## src/rtl/shift_pkg.sv

```systemverilog
// Op codes and engine state encoding shared by the shift engine and its step unit.
package shift_pkg;

  localparam logic [2:0] OP_NOP = 3'd0;
  localparam logic [2:0] OP_SHL = 3'd1;
  localparam logic [2:0] OP_SHR = 3'd2;
  localparam logic [2:0] OP_LOAD = 3'd3;
  localparam logic [2:0] OP_ROL = 3'd4;
  localparam logic [2:0] OP_ROR = 3'd5;
  localparam logic [2:0] OP_ASR = 3'd6;
  localparam logic [2:0] OP_CLR = 3'd7;

  typedef enum logic {
    ST_IDLE = 1'b0,
    ST_RUN  = 1'b1
  } state_t;

  // Ops that repeat `amt` single-bit steps; the rest complete on the accept edge.
  function automatic logic is_step_op(input logic [2:0] op);
    return (op == OP_SHL) || (op == OP_SHR) || (op == OP_ROL) ||
           (op == OP_ROR) || (op == OP_ASR);
  endfunction

endpackage

```

## src/rtl/shift_step_unit.sv

```systemverilog
// Combinational single-step shift/rotate of the register value; zero latency.
// Non-step op codes pass the value through unchanged.
module shift_step_unit
  import shift_pkg::*;
#(
  parameter int WIDTH = 8
) (
  input  logic [2:0]       op,
  input  logic [WIDTH-1:0] q,
  input  logic             ser_in_lo,
  input  logic             ser_in_hi,
  output logic [WIDTH-1:0] q_nxt
);

  always_comb begin
    q_nxt = q;
    case (op)
      OP_SHL:  q_nxt = {q[WIDTH-2:0], ser_in_lo};
      OP_SHR:  q_nxt = {ser_in_hi, q[WIDTH-1:1]};
      OP_ROL:  q_nxt = {q[WIDTH-2:0], q[WIDTH-1]};
      OP_ROR:  q_nxt = {q[0], q[WIDTH-1:1]};
      OP_ASR:  q_nxt = {q[WIDTH-1], q[WIDTH-1:1]};
      default: q_nxt = q;
    endcase
  end

endmodule

```

## src/rtl/univ_shift_engine.sv

```systemverilog
// Universal shift register: one op per valid/ready handshake, N steps take N cycles to done.
// op_ready is low while a multi-step op runs; requests are held off, never queued.
module univ_shift_engine
  import shift_pkg::*;
#(
  parameter int WIDTH = 8,
  parameter int AMT_W = 4
) (
  input  logic             clk,
  input  logic             reset,
  input  logic             op_valid,
  output logic             op_ready,
  input  logic [2:0]       op,
  input  logic [AMT_W-1:0] amt,
  input  logic [WIDTH-1:0] par_in,
  input  logic             ser_in_lo,
  input  logic             ser_in_hi,
  output logic [WIDTH-1:0] q,
  output logic             ser_out_hi,
  output logic             ser_out_lo,
  output logic             busy,
  output logic             done
);

  state_t           state_q, state_d;
  logic [AMT_W-1:0] cnt_q, cnt_d;
  logic [2:0]       op_q, op_d;
  logic [WIDTH-1:0] q_q, q_d;
  logic             done_q, done_d;

  logic [2:0]       step_op;
  logic [WIDTH-1:0] step_nxt;

  // In RUN the latched op drives the step; in IDLE the incoming op does.
  assign step_op = (state_q == ST_RUN) ? op_q : op;

  shift_step_unit #(.WIDTH(WIDTH)) u_step (
    .op        (step_op),
    .q         (q_q),
    .ser_in_lo (ser_in_lo),
    .ser_in_hi (ser_in_hi),
    .q_nxt     (step_nxt)
  );

  always_comb begin
    state_d = state_q;
    cnt_d   = cnt_q;
    op_d    = op_q;
    q_d     = q_q;
    done_d  = 1'b0;
    case (state_q)
      ST_IDLE: begin
        if (op_valid) begin
          done_d = 1'b1;
          if (op == OP_LOAD) begin
            q_d = par_in;
          end else if (op == OP_CLR) begin
            q_d = '0;
          end else if (is_step_op(op) && (amt != '0)) begin
            q_d = step_nxt;
            if (amt != AMT_W'(1)) begin
              done_d  = 1'b0;
              op_d    = op;
              cnt_d   = amt - AMT_W'(1);
              state_d = ST_RUN;
            end
          end
        end
      end
      ST_RUN: begin
        q_d   = step_nxt;
        cnt_d = cnt_q - AMT_W'(1);
        if (cnt_q == AMT_W'(1)) begin
          state_d = ST_IDLE;
          done_d  = 1'b1;
        end
      end
      default: state_d = ST_IDLE;
    endcase
  end

  always_ff @(posedge clk or posedge reset) begin
    if (reset) begin
      state_q <= ST_IDLE;
      cnt_q   <= '0;
      op_q    <= OP_NOP;
      q_q     <= '0;
      done_q  <= 1'b0;
    end else begin
      state_q <= state_d;
      cnt_q   <= cnt_d;
      op_q    <= op_d;
      q_q     <= q_d;
      done_q  <= done_d;
    end
  end

  assign q          = q_q;
  assign ser_out_hi = q_q[WIDTH-1];
  assign ser_out_lo = q_q[0];
  assign op_ready   = (state_q == ST_IDLE);
  assign busy       = (state_q == ST_RUN);
  assign done       = done_q;

endmodule

```

## config.mk

```make
export PLATFORM = sky130hd
export DESIGN_NAME = univ_shift_engine
export DESIGN_NICKNAME = d
export VERILOG_FILES = /design/src/rtl/shift_pkg.sv /design/src/rtl/shift_step_unit.sv /design/src/rtl/univ_shift_engine.sv
export SDC_FILE = /design/constraint.sdc
export NUM_CORES = 1
export LEC_CHECK = 0
export CORE_UTILIZATION = 50
export CTS_CLUSTER_SIZE = 20
export DETAILED_ROUTE_END_ITERATION = 6
export HOLD_SLACK_MARGIN = 0.03
export PLACE_DENSITY_LB_ADDON = 0.1
export REMOVE_ABC_BUFFERS = 1
export SYNTH_ARGS = -nofsm -noshare
export SYNTH_HDL_FRONTEND = slang
export SYNTH_SLANG_ARGS = --single-unit
```

## constraint.sdc

```tcl
create_clock -name clk -period 4 [get_ports clk]
set_input_delay 0.6 -clock clk [delete_from_list [all_inputs] [get_ports clk]]
set_output_delay 0.6 -clock clk [all_outputs]
set_load 0.01 [all_outputs]
```

* Word level (Yosys, flattened, before mapping)
Cells that the tools add are included.
** Word-level totals
- Register bits :: 17
- Input bits :: 20
- Logic and storage cells :: 66
** Operators by class
- Add/sub/neg operators :: 2
- Equality and inequality tests :: 20
- Multiplexer cells :: 27
- Bitwise logic cells :: 3
- Reduce and logical (&&, ||, !) cells :: 9
** Operators with widths (number)
- 8-bit case mux with 5 select lines :: 1
- 8-bit 2-to-1 mux :: 4
- 3-bit == test (second input constant) :: 7
- 4-bit 2-to-1 mux :: 5
- 8-bit case mux with 2 select lines :: 1
- 1-bit 2-to-1 mux :: 12
- 3-bit by 2-bit == test with 1-bit output (second input constant) :: 3
- 4-bit by 1-bit inequality test with 1-bit output (second input constant) :: 2
- 4-bit case mux with 2 select lines :: 1
- 4-bit by 1-bit subtractor with 4-bit output (second input constant) :: 2
- 3-bit by 1-bit == test with 1-bit output (second input constant) :: 2
- 2-bit inequality test (second input constant) :: 3
- 6-bit AND reduction :: 1
- 5-bit AND reduction :: 1
- 4-bit by 1-bit == test with 1-bit output (second input constant) :: 1
- 1-bit logical OR :: 4
- 2-bit by 1-bit inequality test with 1-bit output (second input constant) :: 2
- 1-bit case mux with 2 select lines :: 2
- 4-bit nonzero test :: 1
- 3-bit 2-to-1 mux :: 1
- 1-bit inverter :: 3
- 2-bit AND reduction :: 1
- 1-bit logical AND :: 1

* Depth between registers and ports, before layout
Gate-level depths: netlist of the first run.
- Word-level depth :: 11
- Gate-level depth with buffers :: 7

* Hierarchy
A second synthesis of the first run with hierarchy kept.
** Unflattened totals
- Cell total of the unflattened synthesis :: 150
- Area, all modules :: 1496.4 µm²
** Modules (own cells, without submodules)
- univ_shift_engine :: instances 1, cells an instance 103, area an instance 1068.5 µm², sequential area each 425.4 µm²
- shift_step_unit :: instances 1, cells an instance 47, area an instance 427.9 µm², sequential area each 0.0 µm²

* Worst setup path before layout of the first run
Ideal clock, no wire load.
- Path kind :: input to register
- Start point :: in amt[0]
- End point :: reg op_q[0]
- Setup time :: 0.125 ns
- Data arrival time :: 1.968 ns
- Path slack :: 1.908 ns
- Stages :: 7
- Buffers on the path :: 0
- Path through :: inv_1 -> ha_1 -> nor3b_1 -> and4bb_2 -> nand2_1 -> nor2_1 -> mux2_2
** Between the ends
- Cells in the longest elaborated chain, start to end :: 3
- Elaborated cells between the ends (all ways) :: 4
- Classes of those cells :: eq/ne (1); reduce/logical (3)
** Ends and longest elaborated chain
- start: declaration :: RTL line univ_shift_engine.sv:14 : input logic [AMT_W-1:0] amt,
- 4-bit nonzero test :: RTL line univ_shift_engine.sv:59 : end else if (is_step_op(op) && (amt != '0)) begin
- 1-bit logical AND :: RTL line univ_shift_engine.sv:59
- 6-bit AND reduction (no source line) *
- end signal: assignment :: RTL line univ_shift_engine.sv:92 : op_q <= op_d;
- end: declaration :: RTL line univ_shift_engine.sv:27 : logic [2:0] op_q, op_d;
Mark *: on every way between the ends. The rest lies on a longest branch, timed or not.
A chain may end at the register's enable or synchronous reset.

* Worst setup path after layout of the first run
- Start point :: in amt[0]
- End point :: reg op_q[2]
Same word-level chain as after synthesis.

==> flow_metrics.tcl, run 1 <==
set metrics [dict create \
    ys_types 42 \
    antenna_found_initial 0 \
    gr-total-overflow 0 \
    synth_warnings 0 \
    comb_power_share_pct 58.8 \
    place_congestion 0.860 \
    ctsResizeCount 0 \
    antenna_cells 0 \
    synth_area_um2 1140 \
    drc 0 \
    ctsHtreeMaxLevel 1 \
    cp.arrival_ns 2.67 \
    start_util_pct 55.3 \
    drive_gt1_share_pct 13.2 \
    power_frac_clock_pct 8.6 \
    hold_class "reg2reg" \
    ys_seq_elements 17 \
    critPathLaunchType "input pin" \
    drt_iter0_markers 31 \
    path_max_fanout 5 \
    ioPinCount 33 \
    clk_pin_slew_ns 0.10 \
    cp_slowest_cell "clkdlybuf4s50_1" \
    reg2reg_from "busy" \
    worst_r2r_path_depth 5 \
    max_freq_mhz 401 \
    synthFlopType "dfrtp_1" \
    endpoint_kind "flop" \
    num-nets-final 161 \
    ctsHoldBuffers 0 \
    syn_inst 105 \
    rsz0062_at_grt "false" \
    status "finished, final reports clean" \
    hpwl_um 1870 \
    cts-root-buf "clkbuf_4" \
    drt-vias-per-instance 5.87 \
    grt_max_degree 18 \
    setup_violations 0 \
    switching_share_pct 41.4 \
    area_growth_pct 29.8 \
    wl_per_cell_um 14.5 \
    portBuffers 32 \
    path_cells "clkdlybuf4s50_1 -> inv_1 -> ha_1 -> nor3b_1 -> and4bb_2 -> nand2_1 -> nor2_1 -> mux2_2" \
    rows 16 \
    yosysSeqAreaShare_pct 37.3 \
    fin_ws_ns 1.51 \
    min_from "cnt_q[0]" \
    ant_nets 0 \
    dieArea_um2 2480 \
    finalCritPeriodShare_pct 62.3 \
    vias 957 \
    maxCapViolations 0 \
    total_power_uw 1050 \
    p_sw_uw 435 \
    drt_pass1_iterations 4 \
    hold_path_depth 1 \
    grt_usage_pct 20.9 \
    cp.required_ns 4.18 \
    synth_edf_count 0 \
    clock-sinks 17 \
    drt_wl_total_um 2360 \
    avgSynthCellArea_um2 10.9 \
    cts_buffers 3 \
    cts_tree "built" \
    rrSetupSlack_ns 1.83 \
    synth_async_sr_flop_share_pct 100 \
    p_int_uw 616 \
    clk_latency_ns 0.28 \
    drv_slew 0 \
    r2r_end "q[3]" \
    slew_headroom_pct 58.2 \
    path_class "in2reg" \
    die_w_um 49.8 \
    fp.dieH_um 49.8 \
    hold_end "cnt_q[0]" \
    fin_crit_ns 2.49 \
    design.core.area_um2 2060 \
    power_frac_seq_pct 32.6 \
    powerDensity_nw_per_um2 710 \
    post-cts-setup-buffer-count 0 \
    clk_path_buf_depth 2 \
    grt_pass1_vias 908 \
    place_ws_ns 1.18 \
    grt_pass1_wl_um 3910 \
    cp_slowest_stage_delay_ns 0.50 \
    max-vdd-ir-drop_mv 0.487 \
    p_leak_uw 0.000592 \
    tns_ns 0 \
    hold_viol 0 \
    finClkSkew_ns 0.00553 \
    fin_util_pct 71.8 \
    tightest_slew_ns 0.627 \
]
-- worst max path at each step --
| stage | start | endpoint | slack, ns | cells after the start |
|---|---|---|---|---|
| 2_1_floorplan | amt[0] | op_q[0] | 1.91 | 7 |
| 3_3_place_gp | amt[0] | op_q[0] | 1.27 | 8 |
| 3_5_place_dp | amt[0] | op_q[1] | 1.18 | 8 |
| 4_1_cts | amt[0] | op_q[1] | 1.50 | 8 |
| 5_1_grt | amt[0] | op_q[1] | 1.35 | 8 |
| 6_report | amt[0] | op_q[2] | 1.51 | 8 |
-- state kept, by name (all words and copies together), names as in the netlist --
name   count
q          8
cnt_q      4
op_q       3
busy       1
done       1
-- synth_stat cells (all sizes together), types with 2 or more instances --
master,n,area (um^2)
ha,4,50.1
mux2i,8,109
a222oi,6,60.1
dfrtp,17,425
xnor2,3,26.3
xor2,2,17.5
a21oi,3,18.8
mux2,4,45.0
inv,6,22.5
nor3b,4,41.3
buf,5,41.3
nor3,3,20.0
nand2,7,26.3
o21ai,5,25.0
o2bb2ai,6,52.6
nand3,3,15.0
nor2,2,7.51
-- logic make-up after synthesis --
group | count (synthesis) | synth area share (%)
buffers and inverters | 11 | 5.59
XOR/XNOR | 5 | 3.84
AO/OA/AOI/OAI | 28 | 19.5
multiplexers | 12 | 13.5
adder cells (fa/ha/maj) | 4 | 4.39
flip-flops | 17 | 37.3
AND/OR/NAND/NOR | 28 | 15.9
-- power groups by stage --
stage / sequential, uW / clock [uW] / combinational [uW]
6_report: 342 / 90.7 / 618
5_1_grt: 355 / 100 / 677
4_1_cts: 342 / 94.5 / 622
3_5_place_dp: 346 / 0 / 619
3_3_place_gp: 346 / 0 / 606
2_1_floorplan: 349 / 0 / 405
-- cell type report --
cell class,count,area (um^2)
Multi-Input combinational cell,77,652
Fill cell,156,581
Sequential cell,17,425
Timing Repair Buffer,32,320
Tap cell,27,33.8
Clock buffer,3,22.5
Inverter,6,22.5
Clock inverter,1,5.00
-- through the flow --
stage / hold slack, ns / std cells / instance area [um^2]
after floorplan: 0.495 / 100 / 1100
after global placement: 0.536 / 159 / 1450
after detailed placement: 0.533 / 159 / 1450
after CTS: 0.549 / 163 / 1480
after global routing: 0.574 / 163 / 1480
final: 0.543 / 163 / 1480
-- worst max-delay path, delay by kind of cell --
family	cells	cell delay (ns)
mux	1	0.37
fa+ha+maj	1	0.21
simple gates	4	0.91
buf+inv	2	0.57
-- cells in the final DEF (no fill, tap or decap), types with 2 or more instances in the layout --
cell type        synthesis  final
nand3_1                  3      3
nand2_1                  7      7
clkdlybuf4s50_1          0     32
dfrtp_1                 17     17
clkbuf_4                 0      3
mux2i_1                  5      5
nor3_1                   2      2
a21oi_1                  2      2
o2bb2ai_1                6      6
nor2_1                   2      2
ha_1                     4      4
xor2_1                   2      2
a222oi_1                 6      6
o21ai_0                  5      5
xnor2_1                  3      3
mux2i_4                  2      2
mux2_2                   4      4
inv_1                    5      5
nor3b_1                  3      3
-- per-layer routing --
| layer | GRT usage (%) | up-vias | routed length, um |
|---|---|---|---|
| li1 | - | 466 | - |
| met1 | 26.2 | 460 | 1090 |
| met2 | 34.9 | 29 | 1140 |
| met3 | 4.63 | 2 | 117 |
| met5 | 0 | - | 0 |
| met4 | 7.62 | 0 | 16 |
Power figures use the tool's default switching activity.
==> run 2: changes to the inputs <==
- CORE_UTILIZATION: 50 -> 42
- clock period: 4 -> 2.2 ns (I/O delays scaled with it)
==> run 2 against run 1 <==
Combinational power grew 100%; sequential power grew 80%; worst setup slack lost 1.4 ns; die area grew 18%; final cell count grew 8.6%; non-clock buffer count grew 11; critical path depth is the same; first-iteration DRC count grew 13%; critical path type unchanged; critical endpoint is now op_q[1]; largest cell class unchanged; highest routed layer unchanged.
==> flow_metrics.tcl, run 2 (synthesized netlist as in run 1, its figures left out) <==
set metrics [dict create \
    rows 18 \
    drv_slew 0 \
    ctsHtreeMaxLevel 1 \
    cp.arrival_ns 2.29 \
    final_cell_mix "clkdlybuf4s50_1 (32), dfrtp_1 (16), buf_4 (11)" \
    grt_pass1_vias 946 \
    ant_nets 0 \
    drt_wl_total_um 2630 \
    r2r_end "q[3]" \
    grt_usage_pct 20.8 \
    antenna_cells 0 \
    fill_cells 223 \
    layout_commonest_cell "clkdlybuf4s50_1" \
    fin_crit_ns 2.10 \
    hpwl_um 2060 \
    p_sw_uw 833 \
    path_class "in2reg" \
    cp.required_ns 2.39 \
    placed_cell_area_um2 1540 \
    ioPinCount 33 \
    p_leak_uw 0.000644 \
    hold_viol 0 \
    gr-total-overflow 0 \
    clk_latency_ns 0.29 \
    setup_violations 0 \
    drt_iter0_markers 35 \
    holdWs_ns 0.410 \
    fin_area_um2 1570 \
    rsz0062_at_grt "false" \
    clock-sinks 17 \
    antenna_found_initial 0 \
    worst_r2r_path_depth 5 \
    critPathLaunchType "input pin" \
    drt-vias-per-instance 5.66 \
    path_max_fanout 4 \
    hold_class "in2async" \
    clk_path_buf_depth 2 \
    finalCritPeriodShare_pct 95.5 \
    cts_buffers 3 \
    cts_tree "built" \
    fin_util_pct 62.2 \
    tightest_slew_ns 0.629 \
    drc 0 \
    switching_share_pct 40.8 \
    place_congestion 0.801 \
    clk_pin_slew_ns 0.10 \
    slew_headroom_pct 58.0 \
    powerDensity_nw_per_um2 1300 \
    rrSetupSlack_ns 0.32 \
    area_growth_pct 37.4 \
    portBuffers 32 \
    drive_gt1_share_pct 19.7 \
    endpoint_kind "flop" \
    num-nets-final 172 \
    fp.dieH_um 54.1 \
    wl_per_cell_um 14.9 \
    reg2reg_from "busy" \
    power_frac_seq_pct 30.2 \
    power_frac_clock_pct 8.3 \
    largest_reg_flops 8 \
    vias 1001 \
    die_w_um 54.1 \
    p_int_uw 1210 \
    comb_power_share_pct 61.5 \
    drt_pass1_iterations 5 \
    cts-root-buf "clkbuf_4" \
    grt_pass1_wl_um 4310 \
    start_util_pct 45.2 \
    grt_max_degree 18 \
    dieArea_um2 2930 \
    ctsHoldBuffers 0 \
    tns_ns 0 \
    maxCapViolations 0 \
    status "finished, final reports clean" \
    max-vdd-ir-drop_mv 0.753 \
    max_freq_mhz 476 \
    design.core.area_um2 2520 \
    finClkSkew_ns 0.00256 \
]
## run 2: cell count changes in the layout (fill, tap and decap cells not counted), sizes merged
cell    delta
buf       +11
clkbuf     +1
clkinv     -1
## run 2: power by group through the flow
stage	clock network, uW	logic, uW	registers, uW
5_1_grt	194	1380	637
6_report	171	1260	616
2_1_floorplan	0	736	634
3_3_place_gp	0	1230	613
4_1_cts	179	1260	614
3_5_place_dp	0	1260	620
## run 2: worst max path at each step
stage | end | slack [ns] | cells past startpoint | start
3_5_place_dp | op_q[1] | -0.20 | 8 | amt[0]
3_3_place_gp | op_q[0] | -0.13 | 8 | amt[0]
5_1_grt | op_q[1] | 0.004 | 8 | amt[0]
4_1_cts | op_ready | 0.08 | 3 | busy
6_report | op_q[1] | 0.1 | 8 | amt[0]
2_1_floorplan | q[3] | 0.22 | 5 | busy
## run 2: metal layers
metal / up-vias / part of all wire (%) / global-route usage [%]
li1: 485 / - / -
met1: 481 / 46 / 27.7
met2: 33 / 48 / 34.3
met3: 2 / 5.4 / 5.08
met4: 0 / 0.38 / 3.42
met5: - / 0 / 0
## run 2: what timing repair did
item                       4_1_cts  5_1_grt
setup buffers                    0        0
setup endpoints to repair        0        1
resized for setup                0        1
## run 2: through the flow
step | worst slack, ns | std cells | power (uW)
2_1_floorplan | 0.219 | 100 | 1370
3_3_place_gp | -0.131 | 173 | 1840
3_5_place_dp | -0.202 | 173 | 1880
4_1_cts | 0.0765 | 177 | 2050
5_1_grt | 0.00384 | 177 | 2210
6_report | 0.0991 | 177 | 2040
## run 2: critical path: stages
cell             delay (ns)
clkdlybuf4s50_1        0.50
inv_1                  0.07
ha_1                   0.20
nor3b_1                0.14
and4bb_2               0.31
nand2_1                0.07
nor2_1                 0.27
mux2_2                 0.38
## run 2: final cells by class
class | count | area (um^2) | share of cell area (%)
multi-input cells | 77 | 652 | 41.6
repair buffers | 43 | 403 | 25.7
clock buffers | 4 | 26.3 | 1.68
well taps | 30 | 37.5 | 2.39
flip-flops and latches | 17 | 427 | 27.2
inverters | 6 | 22.5 | 1.44
==> run 3: changes to the inputs <==
- CTS_BUF_LIST: unset -> sky130_fd_sc_hd__clkbuf_16
- SKIP_LAST_GASP: unset -> 1
==> run 3 against run 2 <==
Register-to-register slack got worse by 0.11 ns; critical endpoint is now cnt_q[1]; worst hold slack improved by 0.058 ns; first-iteration DRC count fell by 5.7%; global-route usage rose by 0.47 points; sequential power barely moved; worst setup slack improved by 0.028 ns; critical path type unchanged; core utilization rose by 2.1 points.
==> flow_metrics.tcl, run 3 (synthesized netlist as in run 1, its figures left out) <==
set metrics [dict create \
    critPathLaunchType "input pin" \
    drt-vias-per-instance 5.66 \
    largest_reg_flops 8 \
    setup_violations 0 \
    wl_per_cell_um 14.9 \
    finClkSkew_ns 0.00322 \
    fin_cells 177 \
    fin_area_um2 1620 \
    num-nets-final 172 \
    slew_headroom_pct 57.6 \
    hpwl_um 2060 \
    max-vdd-ir-drop_mv 1.06 \
    ff_latch_area_um2 425 \
    place_ws_ns -0.202 \
    dp_cells 173 \
    grt_pass1_vias 944 \
    cp.required_ns 2.37 \
    maxCapViolations 0 \
    portBuffers 32 \
    die_w_um 54.1 \
    clk_pin_slew_ns 0.05 \
    hold_class "in2async" \
    fp.dieH_um 54.1 \
    drv_slew 0 \
    ctsHoldBuffers 0 \
    fin_ws_ns 0.127 \
    area_growth_pct 42.1 \
    cts-root-buf "clkbuf_16" \
    rows 18 \
    ctsHtreeMaxLevel 1 \
    drt_iter0_markers 33 \
    status "finished, final reports clean" \
    ioPinCount 33 \
    clk_latency_ns 0.25 \
    tns_ns 0 \
    hold_viol 0 \
    clk_path_buf_depth 2 \
    placed_cell_area_um2 1540 \
    drive_gt1_share_pct 19.7 \
    clock-sinks 17 \
    layout_commonest_cell "clkdlybuf4s50_1" \
    holdWs_ns 0.468 \
    grt_usage_pct 21.3 \
    worst_r2r_path_depth 5 \
    ctsResizeCount 0 \
    vias 1001 \
    grt_max_degree 18 \
    final_cell_mix "clkdlybuf4s50_1 (32), dfrtp_1 (17), buf_4 (11)" \
    gr-total-overflow 0 \
    drc 0 \
    cts_tree "built" \
    place_congestion 0.801 \
    powerDensity_nw_per_um2 1380 \
    fin_crit_ns 2.07 \
    drt_pass1_iterations 5 \
    design.core.area_um2 2520 \
    finalCritPeriodShare_pct 94.2 \
    dieArea_um2 2930 \
    p_leak_uw 0.000671 \
    max_freq_mhz 482 \
    fill_cells 216 \
    rsz0062_at_grt "false" \
    post-cts-setup-buffer-count 0 \
    path_class "in2reg" \
    start_util_pct 45.2 \
    cts_buffers 3 \
    ant_nets 0 \
    grt_pass1_wl_um 4320 \
    antenna_found_initial 0 \
    endpoint_kind "flop" \
    path_max_fanout 4 \
    cp.arrival_ns 2.24 \
    antenna_cells 0 \
    multi_input_area_um2 654 \
    drt_wl_total_um 2630 \
    tightest_slew_ns 0.635 \
]
[run 3: changes by cell type in the layout (fill, tap and decap cells not counted)]
cell / previous run / this run
inv_1: 5 / 6
clkbuf_16: 0 / 3
dfrtp_2: 1 / 0
nor2_1: 2 / 1
clkbuf_1: 1 / 0
nor2_2: 0 / 1
dfrtp_1: 16 / 17
clkbuf_4: 3 / 0
[run 3: area by class of cell]
class	instances	area share (%)
multi-input combinational	77	40.4
sequential	17	26.2
timing repair buffer	43	24.8
clock buffer	3	4.63
tap	30	2.31
inverter	6	1.39
clock inverter	1	0.231
[run 3: through the flow]
step,power [uW],util (%)
5_1_grt,2400,64.3
6_report,2230,64.3
3_3_place_gp,1840,61.1
2_1_floorplan,1370,-
4_1_cts,2240,64.2
3_5_place_dp,1880,61.1
[run 3: worst paths after layout]
kind / from / endpoint / slack [ns]
min in group clk: q[5] / q[5] / 0.54
worst min-delay path: reset / q[0] / 0.47
worst min register to register: q[5] / q[5] / 0.54
worst max register to register: busy / q[3] / 0.21
worst max-delay path: amt[0] / cnt_q[1] / 0.13
max in group asynchronous: reset / cnt_q[3] / 1.32
[run 3: where the power goes]
part / leakage (uW) / total (uW) / internal [uW] / switching (uW)
Clock: 0.0000423 / 359 / 241 / 118
Sequential: 0.000210 / 617 / 453 / 163
Combinational: 0.000419 / 1260 / 687 / 570
Total: 0.000671 / 2230 / 1380 / 851
[run 3: per-layer routing]
metal  vias up  part of all wire [%]  wire [um]  GRT usage, %
met5         -                     0          0             0
met4         0                  0.72         19          7.26
met3         2                   5.7        149          5.08
met2        34                    48       1270          33.5
met1       477                    46       1200          28.2
li1        488                     -          -             -
[run 3: worst max-delay path: stages]
cell	delay [ns]
clkdlybuf4s50_1	0.50
ha_1	0.14
or3b_1	0.33
and4bb_2	0.25
nand2_1	0.10
buf_4	0.14
mux2_2	0.32
mux2i_1	0.12
